<file path="src/rtl/muldiv_unit.sv">
// Multicycle multiply/divide unit owning the HI/LO pair: 32-step shift-add multiply,
// 32-step restoring divide on magnitudes, sign fix-up and commit in a final FIX cycle.
module muldiv_unit (
   input  logic        iCLK,
   input  logic        iRST,
   input  logic        iStart,
   input  logic [2:0]  iOp,
   input  logic [31:0] iA,
   input  logic [31:0] iB,
   output logic        oBusy,
   output logic        oDone,
   output logic [31:0] oHI,
   output logic [31:0] oLO,
   output logic        oDivZero
);

   localparam logic [1:0] IDLE = 2'd0;
   localparam logic [1:0] ITER = 2'd1;
   localparam logic [1:0] FIX  = 2'd2;

   localparam logic [2:0] OP_MTHI = 3'b100;
   localparam logic [2:0] OP_MTLO = 3'b101;

   logic [1:0]  state;
   logic [4:0]  count;
   logic [2:0]  opReg;
   logic [31:0] aReg, bReg, magA, magB;
   logic [63:0] acc;

   logic        inSigned, opSigned, isDiv, isMadd, negate, divGeq, divZero;
   logic [31:0] inMagA, inMagB, divSub, quo, rem;
   logic [32:0] mulSum;
   logic [63:0] mulNext, divNext, mulProd, mulRes;

   // Odd opcodes (MULTU/DIVU/MADDU) are the unsigned variants.
   assign inSigned = ~iOp[0];
   assign inMagA   = (inSigned && iA[31]) ? -iA : iA;
   assign inMagB   = (inSigned && iB[31]) ? -iB : iB;

   assign opSigned = ~opReg[0];
   assign isDiv    = (opReg[2:1] == 2'b01);
   assign isMadd   = (opReg[2:1] == 2'b11);
   assign negate   = opSigned && (aReg[31] ^ bReg[31]);

   // acc = {partial product high, remaining multiplier bits}
   assign mulSum  = {1'b0, acc[63:32]} + {1'b0, magA};
   assign mulNext = acc[0] ? {mulSum, acc[31:1]} : {1'b0, acc[63:1]};

   // acc = {remainder, dividend/quotient}; the shifted remainder is 33 bits wide,
   // but when it is >= divisor the difference fits in 32 bits.
   assign divGeq  = (acc[63:31] >= {1'b0, magB});
   assign divSub  = acc[62:31] - magB;
   assign divNext = divGeq ? {divSub, acc[30:0], 1'b1} : {acc[62:0], 1'b0};

   assign mulProd = negate ? -acc : acc;
   assign mulRes  = isMadd ? ({oHI, oLO} + mulProd) : mulProd;
   assign quo     = negate ? -acc[31:0] : acc[31:0];
   assign rem     = (opSigned && aReg[31]) ? -acc[63:32] : acc[63:32];
   assign divZero = (bReg == 32'd0);

   assign oBusy = (state != IDLE);

   always_ff @(posedge iCLK or negedge iRST) begin
      if (!iRST) begin
         state    <= IDLE;
         count    <= 5'd0;
         opReg    <= 3'd0;
         aReg     <= 32'd0;
         bReg     <= 32'd0;
         magA     <= 32'd0;
         magB     <= 32'd0;
         acc      <= 64'd0;
         oDone    <= 1'b0;
         oDivZero <= 1'b0;
         oHI      <= 32'd0;
         oLO      <= 32'd0;
      end else begin
         oDone <= 1'b0;
         case (state)
            IDLE: if (iStart) begin
               opReg    <= iOp;
               aReg     <= iA;
               bReg     <= iB;
               oDivZero <= 1'b0;
               if (iOp == OP_MTHI) begin
                  oHI   <= iA;
                  oDone <= 1'b1;
               end else if (iOp == OP_MTLO) begin
                  oLO   <= iA;
                  oDone <= 1'b1;
               end else begin
                  magA  <= inMagA;
                  magB  <= inMagB;
                  acc   <= {32'd0, (iOp[2:1] == 2'b01) ? inMagA : inMagB};
                  count <= 5'd0;
                  state <= ITER;
               end
            end
            ITER: begin
               acc   <= isDiv ? divNext : mulNext;
               count <= count + 5'd1;
               if (count == 5'd31) state <= FIX;
            end
            FIX: begin
               state <= IDLE;
               oDone <= 1'b1;
               if (isDiv) begin
                  oDivZero <= divZero;
                  if (divZero) begin
                     oLO <= 32'hFFFF_FFFF;
                     oHI <= aReg;
                  end else begin
                     oLO <= quo;
                     oHI <= rem;
                  end
               end else begin
                  {oHI, oLO} <= mulRes;
               end
            end
            default: state <= IDLE;
         endcase
      end
   end

endmodule

</file>
<file path="config.mk">
export PLATFORM = sky130hd
export DESIGN_NAME = muldiv_unit
export DESIGN_NICKNAME = d
export VERILOG_FILES = /design/src/rtl/muldiv_unit.sv
export SDC_FILE = /design/constraint.sdc
export NUM_CORES = 1
export LEC_CHECK = 0
export CORE_ASPECT_RATIO = 0.9
export CORE_MARGIN = 2
export CORE_UTILIZATION = 42
export CTS_CLUSTER_SIZE = 10
export DETAILED_ROUTE_END_ITERATION = 12
export PLACE_DENSITY = 0.57
export SETUP_SLACK_MARGIN = 0.4
export SLEW_MARGIN = 20
export SYNTH_ARGS = -nofsm -noshare
export SYNTH_HDL_FRONTEND = slang
export SYNTH_SLANG_ARGS = --single-unit
</file>
<file path="constraint.sdc">
create_clock -name iCLK -period 6.02 [get_ports iCLK]
set_input_delay 0.602 -clock iCLK [delete_from_list [all_inputs] [get_ports iCLK]]
set_output_delay 0.602 -clock iCLK [all_outputs]
set_load 0.1 [all_outputs]
</file>
==> out/results.txt <==
Worst setup EP type - flip-flop
CTS tree - yes
Rows - 82
Slew Viols, Final - 0
xor-xnor portion of the synthesized cell area - 0.0925
Inserted Clock Buffers - 37
sequential area share after synthesis - 0.281
slowest CP cell - or4_4
vias in the first global route - 22.7k
CP arrival - 5.89 ns
synthesized area per cell - 7.92 um2
RSZ-0062 raised after global routing - false
Initial Util - 0.426
Remaining DRCs - 0
Worst-Skew Late Latency - 0.59 ns
GRT Util Overall - 0.331
share of cells above drive strength 1 - 0.0856
Layout Nets - 3257
Worst Tran Pin Value - 1.12 ns
worst path bufs/invs - 0
drt wl/cell - 25.8 um
total clock sinks - 268
Final Skew - 0.0331 ns
critical path type - reg2reg
largest family of logic cells by synthesized area - compound AO/OA/AOI/OAI gates
synthesized instance count - 3009
# H-tree levels - 2
cell family with most CP delay - simple AND/OR/NAND/NOR gates
compound-cell area share of the yosys netlist - 0.264
cells along the critical path - or4_4 -> or4_4 -> or4b_4 -> nor4_4 -> nor3b_1 -> a21oi_1 -> xor2_1 -> ha_1 -> a21o_1 -> a21o_1 -> a21oi_1 -> nor2b_1 -> o21ai_0 -> nand2b_1 -> a21oi_1 -> nor2b_1 -> a311oi_2 -> a21boi_1 -> nor3_1
via count - 23.8k
EDFF count, synth - 0
cell with the most instances after synthesis - nand2_1
PortBufs - 136
post-synth top area cell - dfrtp_1
HP Class - reg2reg
Mapped Area - 23800 um2
Ys Warns - 0
# setup viols final - 0
Synth top area share - 0.281
post-synthesis mux area share - 0.0516
GPL Wtd Cong - 0.969
utilization after layout - 0.487
register bit total from synthesis - 268
initial antenna violation count - 7
die height - 230 um
Distinct cells, synth - 84
fmax - 0.184 GHz
mean number of vias per cell - 6.22
Max Cap Viol - 0
Post-DRT Antenna Nets - 0
area delta synth->final - 14.2%
startpoint types - flip-flop
Clk Tree Root Cell - clkbuf_16
I/O pin count - 137
status - finished, final reports clean
final hold vios - 0
TritonRoute pass-1 iters - 6
die span in x - 255 um
ys async rst share - 1.00
Area contributors post-synth - dfrtp_1 28%, ha_1 7.7%, o21ai_0 6.2%
period utilization - 0.902
global-route wire length before repair - 147000 um
DRT iter0 DRCs - 2465
Worst path max stage delay - 0.61 ns
DIE AREA - 58700 um2
largest net degree at the start of global routing - 140
adder-cell share of the synthesized area - 0.0797
most frequent cells after synthesis - 386 x nand2_1, 295 x o21ai_0, 268 x dfrtp_1, 259 x a21oi_1, 194 x clkbuf_1
main flop type after synthesis - dfrtp_1
Fin Setup TNS - 0 ns
crit path time final - 5.43 ns
Post-DP HPWL - 73500 um
Clock transition at path regs - 0.06 ns
Post-Synth Simple-Gate Area - 0.183
worst path required time - 6.47 ns
drt total wl - 98400 um
syn nets - 3229
crit-path max FO - 7
final global-route overflow total - 0
Slew Limit Headroom - 0.243
CP dominant cell by count - a21oi_1
Longest Clk Path Bufs - 3
CORE AREA - 55900 um2
-- area by class of cell --
type,count,area (um2)
sequential,268,6710
clock inverter,11,153
inverter,79,297
antenna,4,10.0
clock buffer,51,1030
tap,756,946
timing repair buffer,207,1910
fill,5521,28700
multi-input combinational,2444,16200
-- worst register-to-register path: stages (launching register included) --
cell and delay [ns]:
dfrtp_1 0.37, or4_4 0.61, or4_4 0.49, or4b_4 0.60, nor4_4 0.24, nor3b_1 0.29, a21oi_1 0.13, xor2_1 0.38
ha_1 0.40, a21o_1 0.22, a21o_1 0.19, a21oi_1 0.27, nor2b_1 0.07, o21ai_0 0.17, nand2b_1 0.08, a21oi_1 0.18
nor2b_1 0.08, a311oi_2 0.30, a21boi_1 0.21, nor3_1 0.06
-- sequential cells by signal, indices dropped and copies added, names as in the netlist --
signal and cells:
state 2, magB 32, oLO 32, acc 64
bReg 32, magA 32, oDone 1, opReg 3
aReg 32, oDivZero 1, oHI 32, count 5
-- per-layer routing --
metal / global-route usage / share of wire / up-vias
met5: 0 / 0.00029 / -
met4: 0.100 / 0.034 / 4
met3: 0.0600 / 0.084 / 194
met2: 0.522 / 0.44 / 1121
met1: 0.459 / 0.44 / 11500
li1: - / - / 10900
-- cell families (layout without fill, tap and decap cells) --
logic type,after synthesis,after routing
muxes,114,114
AOI/OAI and AO/OA,1008,1008
buffers and inverters,297,348
and+or+nand+nor,921,921
other,0,4
xor gates and xnor gates,251,251
adders and majority gates,150,150
DFF,268,268
-- cell usage in the layout, fill, tap and decap left out, drive strengths merged, types with 34 or more instances in the layout --
cell type	n
inv	82
a31oi	61
xnor2	142
clkbuf	51
a211oi	39
buf	71
nand3	40
xor2	109
nand2	386
clkdlybuf4s50	135
nand4	34
nor2b	40
a21oi	259
ha	147
nor2	189
nor3	57
mux2i	43
mux2	71
o21ai	299
dfrtp	268
a21o	89
-- final timing paths --
kind | startpoint | endpoint | slack (ns) | cells after the start
worst min register to register | magB[4] | magB[4] | 0.48 | 2
max in group asynchronous | iRST | acc[33] | 4.06 | 3
worst max-delay path | acc[44] | oHI[31] | 0.59 | 19
worst max register to register | acc[44] | oHI[31] | 0.59 | 19
min in group asynchronous | iRST | oHI[24] | 0.57 | 2
worst min-delay path | magB[4] | magB[4] | 0.48 | 2
-- per-stage QoR --
stage               worst slack, ns  area [um2]  std cells  hold slack, ns
global route                  0.410       27200       3816           0.514
CTS                           0.447       27100       3815           0.482
floorplan                     0.954       23800       3009           0.306
finish                        0.588       27200       3820           0.479
detailed placement            0.114       25900       3752           0.470
global placement              0.266       25900       3752           0.465
-- what timing repair did --
action / CTS / global route
pin swaps: 0 / 5
hold endpoints to repair: 27 / 0
buffers inserted: 0 / 1
gates resized for setup: 6 / 20
setup endpoints to repair: 7 / 15
hold buffers: 1 / 0
Power is left out: the tool's default activity adds up to more than one toggle a clock period on the data nets, which glitch-free logic cannot reach.
